### src/rtl/accumulator_pkg.sv
// Shared definitions for the accumulator operand-memory controller and its processors.
package accumulator_pkg;
  localparam int DATA_W = 32;

  typedef enum logic [1:0] {
    OP_NOP   = 2'b00,
    OP_FETCH = 2'b01,
    OP_SEND  = 2'b10
  } op_e;

  localparam logic [3:0] ST_IDLE = 4'b0001;
  localparam logic [3:0] ST_RUN  = 4'b0010;
  localparam logic [3:0] ST_XFER = 4'b0100;
  localparam logic [3:0] ST_DONE = 4'b1000;
endpackage

### src/rtl/accumulator_mem_arbiter_rr_arbiter.sv
// Combinational round-robin pick: first eligible requester after ptr, wrapping around.
module rr_arbiter #(
  parameter int N = 4
) (
  input  logic [N-1:0]         eligible,
  input  logic [$clog2(N)-1:0] ptr,
  output logic [N-1:0]         winner,
  output logic                 valid
);
  always_comb begin
    winner = '0;
    valid  = 1'b0;
    for (int k = 1; k <= N; k++) begin
      int j;
      j = int'(ptr) + k;
      if (j >= N) j = j - N;
      if (!valid && eligible[j]) begin
        winner[j] = 1'b1;
        valid     = 1'b1;
      end
    end
  end
endmodule

### src/rtl/accumulator_mem_arbiter.sv
// LIFO operand pool shared by NUM_PROC accumulator processors, one transaction at a time.
// Optional build macro ACC_ARB_STATS_EN adds txn_count / busy_cycles counters.
module accumulator_mem_arbiter
  import accumulator_pkg::*;
#(
  parameter int NUM_PROC = 4,
  parameter int DEPTH    = 32,
  parameter int CNT_W    = 6
) (
  input  logic                         clk,
  input  logic                         reset,
  input  logic                         load_valid,
  input  logic [DATA_W-1:0]            load_data,
  input  logic                         start,
  input  logic [NUM_PROC-1:0]          req,
  input  logic [2*NUM_PROC-1:0]        op,
  input  logic [DATA_W*NUM_PROC-1:0]   write,
  output logic [NUM_PROC-1:0]          grant,
  output logic [NUM_PROC-1:0]          signal,
  output logic [DATA_W-1:0]            read,
  output logic [CNT_W-1:0]             count,
  output logic                         done,
  output logic [DATA_W-1:0]            result,
  output logic [3:0]                   state
`ifdef ACC_ARB_STATS_EN
  ,
  output logic [15:0]                  txn_count,
  output logic [15:0]                  busy_cycles
`endif
);
  localparam int PW = $clog2(NUM_PROC);
  localparam int AW = $clog2(DEPTH);

  logic [DATA_W-1:0]   mem [DEPTH];
  logic [1:0]          op_a [NUM_PROC];
  logic [DATA_W-1:0]   wr_a [NUM_PROC];
  logic [1:0]          outst [NUM_PROC];
  logic [NUM_PROC-1:0] eligible, win;
  logic                win_vld;
  logic [PW-1:0]       ptr, win_idx;
  logic                strobed;
  logic [3:0]          state_nx;
  logic [CNT_W-1:0]    cnt_m1;
  logic                room, avail, all_idle, finish, xfer_go;

  assign room    = count < CNT_W'(DEPTH);
  assign avail   = count != '0;
  assign cnt_m1  = count - CNT_W'(1);
  assign finish  = (count == CNT_W'(1)) && all_idle;
  assign xfer_go = (state == ST_XFER) && !strobed;

  for (genvar i = 0; i < NUM_PROC; i++) begin : g_lane
    assign op_a[i]     = op[2*i +: 2];
    assign wr_a[i]     = write[DATA_W*i +: DATA_W];
    assign eligible[i] = req[i] && ((op_a[i] == OP_FETCH && avail) ||
                                    (op_a[i] == OP_SEND  && room));
  end

  always_comb begin
    all_idle = 1'b1;
    for (int i = 0; i < NUM_PROC; i++)
      if (outst[i] != 2'd0) all_idle = 1'b0;
  end

  always_comb begin
    win_idx = '0;
    for (int i = 0; i < NUM_PROC; i++)
      if (win[i]) win_idx = PW'(i);
  end

  rr_arbiter #(.N(NUM_PROC)) u_rr (
    .eligible (eligible),
    .ptr      (ptr),
    .winner   (win),
    .valid    (win_vld)
  );

  always_ff @(posedge clk) begin
    if (reset) state <= ST_IDLE;
    else       state <= state_nx;
  end

  // Completion outranks arbitration so a lone surviving operand ends the run.
  always_comb begin
    state_nx = state;
    case (state)
      ST_IDLE: if (start) state_nx = (count == '0) ? ST_DONE : ST_RUN;
      ST_RUN:  if (finish) state_nx = ST_DONE;
               else if (win_vld) state_nx = ST_XFER;
      ST_XFER: if (strobed && !req[ptr]) state_nx = ST_RUN;
      ST_DONE: state_nx = ST_DONE;
      default: state_nx = ST_IDLE;
    endcase
  end

  always_comb begin
    done = (state == ST_DONE);
  end

  // Operand storage carries no reset; contents are meaningless until reloaded.
  always_ff @(posedge clk) begin
    if (state == ST_IDLE && load_valid && room)
      mem[count[AW-1:0]] <= load_data;
    else if (xfer_go && op_a[ptr] == OP_SEND && room)
      mem[count[AW-1:0]] <= wr_a[ptr];
  end

  always_ff @(posedge clk) begin
    if (reset) begin
      count   <= '0;
      grant   <= '0;
      signal  <= '0;
      read    <= '0;
      result  <= '0;
      ptr     <= PW'(NUM_PROC-1);
      strobed <= 1'b0;
      for (int i = 0; i < NUM_PROC; i++) outst[i] <= 2'd0;
    end else begin
      signal <= '0;
      case (state)
        ST_IDLE: begin
          if (load_valid && room) count <= count + CNT_W'(1);
          if (start && count == '0) result <= '0;
        end
        ST_RUN: begin
          if (finish) result <= mem[0];
          else if (win_vld) begin
            grant   <= win;
            ptr     <= win_idx;
            strobed <= 1'b0;
          end
        end
        ST_XFER: begin
          if (!strobed) begin
            strobed <= 1'b1;
            signal  <= grant;
            if (op_a[ptr] == OP_FETCH && avail) begin
              read       <= mem[cnt_m1[AW-1:0]];
              count      <= cnt_m1;
              outst[ptr] <= outst[ptr] + 2'd1;
            end else if (op_a[ptr] == OP_SEND && room) begin
              count      <= count + CNT_W'(1);
              outst[ptr] <= 2'd0;
            end
          end else if (!req[ptr]) begin
            grant <= '0;
          end
        end
        ST_DONE: grant <= '0;
        default: ;
      endcase
    end
  end

`ifdef ACC_ARB_STATS_EN
  always_ff @(posedge clk) begin
    if (reset) begin
      txn_count   <= '0;
      busy_cycles <= '0;
    end else begin
      if (xfer_go && txn_count != 16'hFFFF) txn_count <= txn_count + 16'd1;
      if (state == ST_XFER && busy_cycles != 16'hFFFF) busy_cycles <= busy_cycles + 16'd1;
    end
  end
`endif
endmodule

### config.mk
export PLATFORM = sky130hd
export DESIGN_NAME = accumulator_mem_arbiter
export DESIGN_NICKNAME = d
export VERILOG_FILES = /design/src/rtl/accumulator_pkg.sv /design/src/rtl/accumulator_mem_arbiter_rr_arbiter.sv /design/src/rtl/accumulator_mem_arbiter.sv
export SDC_FILE = /design/constraint.sdc
export NUM_CORES = 1
export LEC_CHECK = 0
export CAP_MARGIN = 10
export CELL_PAD_IN_SITES_DETAIL_PLACEMENT = 1
export CELL_PAD_IN_SITES_GLOBAL_PLACEMENT = 1
export CORE_UTILIZATION = 42
export DETAILED_ROUTE_END_ITERATION = 6
export GPL_ROUTABILITY_DRIVEN = 1
export PLACE_DENSITY_LB_ADDON = 0.08
export REMOVE_ABC_BUFFERS = 1
export SYNTH_ARGS = -nofsm -noshare
export SYNTH_HDL_FRONTEND = slang
export SYNTH_SLANG_ARGS = --single-unit
### constraint.sdc
create_clock -name clk -period 10.7 [get_ports clk]
set_clock_uncertainty 0.05 [all_clocks]
set_input_delay 2.14 -clock clk [delete_from_list [all_inputs] [get_ports clk]]
set_output_delay 2.14 -clock clk [all_outputs]
set_load 0.005 [all_outputs]
Word-level counts from Yosys, hierarchy flattened

Memories as Yosys holds them, arrays and structs flattened. A register that Yosys moved wholly into a read port is not among the register bits.
Cells that the tools add are included.

Add/sub/neg operators: 11
Order comparisons: 15
Equality and inequality tests: 27
Multiplexer cells: 94
Bitwise gates (word level): 9
Reductions and logical operators: 58

Operators by type and width:

| operator                                                           | count |
|---|---|
| two-way mux 32 bit                                                 | 9 |
| greater-or-equal comparator 32 x 1 -> 1 bit, second input constant | 4 |
| greater-or-equal comparator 32 x 4 -> 1 bit, second input constant | 4 |
| < comparator 32 x 4 -> 1 bit, second input constant                | 4 |
| subtractor 32 x 4 -> 32 bit, second input constant                 | 4 |
| binary-select mux 32 bit (select 2 bit)                            | 1 |
| case mux 32 bit (2 select lines)                                   | 1 |
| two-way mux 4 bit                                                  | 13 |
| two-way mux 1 bit                                                  | 43 |
| logical AND 1 bit                                                  | 30 |
| two-way mux 6 bit                                                  | 4 |
| two-way mux 2 bit                                                  | 9 |
| case mux 4 bit (4 select lines)                                    | 1 |
| AND reduction 3 bit                                                | 5 |
| nonzero test 2 bit                                                 | 7 |
| != test 2 bit, second input constant                               | 6 |
| bitwise OR 4 bit                                                   | 3 |
| case mux 4 bit (3 select lines)                                    | 1 |
| case mux 6 bit (2 select lines)                                    | 1 |
| binary-select mux 1 bit (select 2 bit)                             | 5 |
| equality test 2 x 1 -> 1 bit, second input constant                | 5 |
| equality test 2 bit, second input constant                         | 5 |
| demux 1 bit (select 2 bit)                                         | 4 |
| != test 2 x 1 -> 1 bit, second input constant                      | 4 |
| other kinds (30)                                                   | 41 |

Flip-flop bits (word level): 53
Memory bits (writable): 1032
Input bits: 176
Output and inout bits: 83
Logic and storage cells: 223
Memories kept: 2

Memories:

| name  | words | bits a word | rd ports | clocked after memory_dff | wr ports | RTL line                      | RTL |
|---|---|---|---|---|---|---|---|
| mem   | 32    | 32          | 2        | 1                        | 1        | accumulator_mem_arbiter.sv:34 | `logic [DATA_W-1:0] mem [DEPTH];` |
| outst | 4     | 2           | 5        | 1                        | 4        | accumulator_mem_arbiter.sv:37 | `logic [1:0] outst [NUM_PROC];` |

Logic depth before layout (Yosys ltp)

Depth after elaboration: 22
Gate-level depth with buffers: 15

Modules after synthesis

A second synthesis with hierarchy kept.

Cells, all modules: 2056
Area total of the unflattened synthesis: 44323.8 um^2

By module, submodules not included:

| module                  | times used | cells each | area an instance (um^2) | seq. area each (um^2) |
|---|---|---|---|---|
| accumulator_mem_arbiter | 1          | 1997       | 43867.1                 | 32731.4 |
| rr_arbiter              | 1          | 59         | 456.7                   | 0.0 |

Worst setup path before layout

No wires, ideal clock.

Path kind: input -> register
Start point: in op[6]
End point: mem mem[31][0] (enable)
Setup time: 0.421 ns
Arrival time: 4.816 ns
Required time: 10.229 ns
Setup slack: 5.413 ns
Cell stages on the path: 6
Buffers on the path: 0
Cell sequence: mux4_2 > nor3b_1 > nand3_1 > nand2_1 > nand2_1 > nor2_1

Longest elaborated chain between the ends: 10

Ends and longest elaborated chain:

| element                                               | RTL line                       | RTL |
|---|---|---|
| start, declared                                       | accumulator_mem_arbiter.sv:16  | `input logic [2*NUM_PROC-1:0] op,` |
| binary-select mux 2 bit (select 2 bit)                | accumulator_mem_arbiter.sv:104 | `else if (xfer_go && op_a[ptr] == OP_SEND && room)` |
| two-way mux 2 bit (not written as such) (2 in series) | accumulator_mem_arbiter.sv:104 |  |
| equality test 2 bit                                   | accumulator_mem_arbiter.sv:104 |  |
| logical AND 1 bit (2 in series)                       | accumulator_mem_arbiter.sv:104 |  |
| two-way mux 1 bit                                     | accumulator_mem_arbiter.sv:104 |  |
| two-way mux 1 bit                                     | accumulator_mem_arbiter.sv:102 | `if (state == ST_IDLE && load_valid && room)` |
| two-way mux 1 bit (not written as such)               | accumulator_mem_arbiter.sv:105 | `mem[count[AW-1:0]] <= wr_a[ptr];` |
| bitwise OR 1 bit (no line)                            | n/a                            |  |
| end, declared                                         | accumulator_mem_arbiter.sv:34  |  |

Every way passes these cells. The select of a mux whose other input is x is not followed.

Final worst setup path

Start point: in op[6]
End point: mem mem[8][1] (enable)

Same word-level chain as after synthesis.

==> flow_metrics.py <==
metrics = {
    "synth": {
        "yosys.area_share.simple": 0.02533,
        "ys_types": 54,
        "synth-edff-count": 1032,
        "synth_top_family_by_area": "multiplexers",
        "async_reset_ff_frac": 0,
        "synth_largest_area_cell": "edfxtp_1",
        "avgSynthCellArea_um2": 21.66,
        "ys_seq_area_frac": 0.7411,
        "synthFlopType": "edfxtp_1",
        "synth_fa_ha_area_frac": 0.003400,
        "muxShareOfSynthArea": 0.1978,
        "synth.area.top_cells": "edfxtp_1, mux4_2, dfxtp_1",
        "ys_seq_elements": 1119,
        "synth_compound_area_frac": 0.01904,
        "synth_warnings": 0,
        "synth_top_cell_area_share": 0.7017,
        "syn_inst": 2039,
        "synth_xor_area_frac": 0.001388,
        "synth_area_um2": 44160,
    },
    "global_route": {
        "gr-usage-all-layers": 0.2295,
        "grt_pass1_vias": 23920,
        "grt_antenna_before_repair": 5,
        "grt_max_degree": 154,
        "grt_pass1_wl_mm": 173.3,
        "grt.overflow.total": 0,
    },
    "sta": {
        "fin_crit_sh": 0.6130,
        "worst_pin_slew_ps": 1157,
        "setup_violations": 0,
        "setup_tns_ps": 0,
        "maxSlewViolCount": 0,
        "hold_viol": 0,
        "min_period_ps": 6559,
        "rsz0062_at_grt": "no",
        "max_slew_margin": 0.2285,
        "clock.fmax_ghz": 0.1525,
    },
    "detailed_routing": {
        "vias": 22190,
        "first_iter_violations": 1885,
        "ant_nets": 0,
        "drc": 0,
        "vias_per_cell": 5.783,
        "drt-total-wl_mm": 120.6,
        "avgRoutedWirePerCell_um": 31.42,
        "firstDrtPassIters": 5,
    },
    "cts": {
        "cts_sinks": 1119,
        "clock_latency_ps": 690,
        "cts.clk_slew.worst_paths_ps": 60,
        "numCtsBuffers": 118,
        "clockBufferDepth": 3,
        "post_cts_buffers": 0,
        "hold_buffers": 0,
        "h-tree-depth": 3,
        "clock-root-buffer": "clkbuf_16",
        "cts_tree": "done",
        "post_cts_resize_count": 0,
    },
    "setup_path": {
        "crit_path_start": "op[6]",
        "rr_startpoint": "ptr[1]$_SDFFE_PP1P_",
        "critPathKind": "in -> reg",
        "cp.required_ps": 10990,
        "path_max_fanout": 33,
        "arrival_ps": 6850,
        "cp-end-kind": "flip-flop",
        "worstSetupStartpointType": "input pin",
    },
    "finish": {
        "multi_input_comb_area_um2": 11230,
        "register_area_um2": 32740,
        "final_util": 0.5060,
        "syn2layout_area_growth_pct": 19.09,
        "fill_cells": 9212,
        "drive_above_1_share": 0.2739,
        "final_nets": 2541,
    },
    "floorplanning": {
        "placementRows": 118,
        "start_util": 0.4249,
        "fp.dieW_um": 326.3,
        "io_pins": 259,
        "die_h_um": 326.3,
        "core_um2": 103900,
        "die_area_um2": 106500,
    },
    "placement": {
        "port_buffers": 258,
        "hpwl_mm": 68.36,
        "gp_congestion": 0.7903,
    },
    "power_and_ir_drop": {
        "power.static_leakage_uw": 0.01620,
        "ir_drop_mv": 0.2563,
        "pwr_density_cell_nw_per_um2": 241.9,
    },
    "hold_path": {
        "hold_start": "grant[0]$_SDFFE_PP0P_",
        "hold_path_class": "reg -> reg",
    },
    "run": {
        "cap_violations": 0,
    },
    "run_status": {
        "status": "complete, no violations",
    },
}
-- worst paths after layout --
path | to | slack [ps] | cells after the start
hold / removal | grant[0]$_SDFFE_PP0P_ | 440 | 2
setup / recovery | mem[8][1]$_DFFE_PP_ | 4140 | 8
setup reg to reg | mem[8][1]$_DFFE_PP_ | 4790 | 8
hold reg to reg | grant[0]$_SDFFE_PP0P_ | 440 | 2
-- cells by family after synthesis --
group / count (synthesis)
flops: 1119
fa+ha+maj: 12
mux: 423
buf+inv: 127
simple gates: 237
compound gates: 114
xor+xnor: 7
-- critical path, stage by stage --
cell             delay (ps)
clkdlybuf4s50_1         440
mux4_2                  500
nor3b_1                 530
nand3_4                 850
nand2_1                 420
nand2_1                 490
nor2_4                  980
buf_4                   470
-- where the power goes --
part           total, uW  switching [uW]  leakage (uW)  internal, uW
combinational       3670            1910       0.00431          1770
clock               4060            1690       0.00189          2370
sequential          4980             108        0.0100          4880
total              12700            3710        0.0162          9010
-- flip-flops by register name (all words and copies together), names as in the netlist, named ones only --
signal   cells
mem       1024
read        32
result      32
outst        8
count        6
grant        4
signal       4
state        4
ptr          2
strobed      1
-- layout by cell type, fill, tap and decap left out, types with 34 or more instances in the layout --
cell / Yosys / routed
a22oi_1: 34 / 34
clkdlybuf4s50_1: 0 / 257
edfxtp_1: 1032 / 1032
nor2_4: 0 / 34
buf_4: 0 / 49
clkbuf_16: 0 / 122
nor2_1: 139 / 105
dfxtp_1: 87 / 84
mux4_2: 356 / 356
-- through the flow --
stage          hold slack [ps]  setup WS, ps  power [uW]  instance area [um^2]  std cells
2_1_floorplan            400.6         -8246        8529                 43690       1925
3_3_place_gp             431.2          3590        8796                 48730       3613
3_5_place_dp             439.0          3433        8818                 48730       3613
4_1_cts                  451.5          4160       12900                 52590       3837
5_1_grt                  464.4          3969       13190                 52590       3837
6_report                 437.0          4141       12720                 52600       3838
-- cell type report --
cell class,instances,share of cell area
diodes,1,0.00004758
clock buffers,158,0.06176
inverters,13,0.0009278
well taps,1380,0.03283
flip-flops and latches,1119,0.6225
clock inverters,66,0.01163
multi-input cells,793,0.2136
repair buffers,308,0.05667
-- synth_stat cells, types with 9 or more instances --
| master | n |
|---|---|
| clkbuf_1 | 67 |
| inv_1 | 13 |
| buf_2 | 34 |
| and2_1 | 10 |
| a21oi_1 | 12 |
| nor2_1 | 139 |
| a211oi_1 | 33 |
| nand2b_1 | 12 |
| edfxtp_1 | 1032 |
| a22oi_1 | 34 |
| nor3_1 | 11 |
| ha_1 | 12 |
| dfxtp_1 | 87 |
| mux2_2 | 33 |
| mux2i_1 | 33 |
| or3_1 | 9 |
| nand3_1 | 11 |
| mux4_2 | 356 |
| buf_1 | 12 |
| nand2_1 | 14 |
-- metal layers --
metal	vias to the layer above	share of wire	global-route usage
met2	659	0.49	0.3685
met5	-	0.00032	0
met4	6	0.021	0.06032
li1	9256	-	-
met1	12130	0.43	0.3224
met3	146	0.058	0.04512
Power figures use the tool's default switching activity.
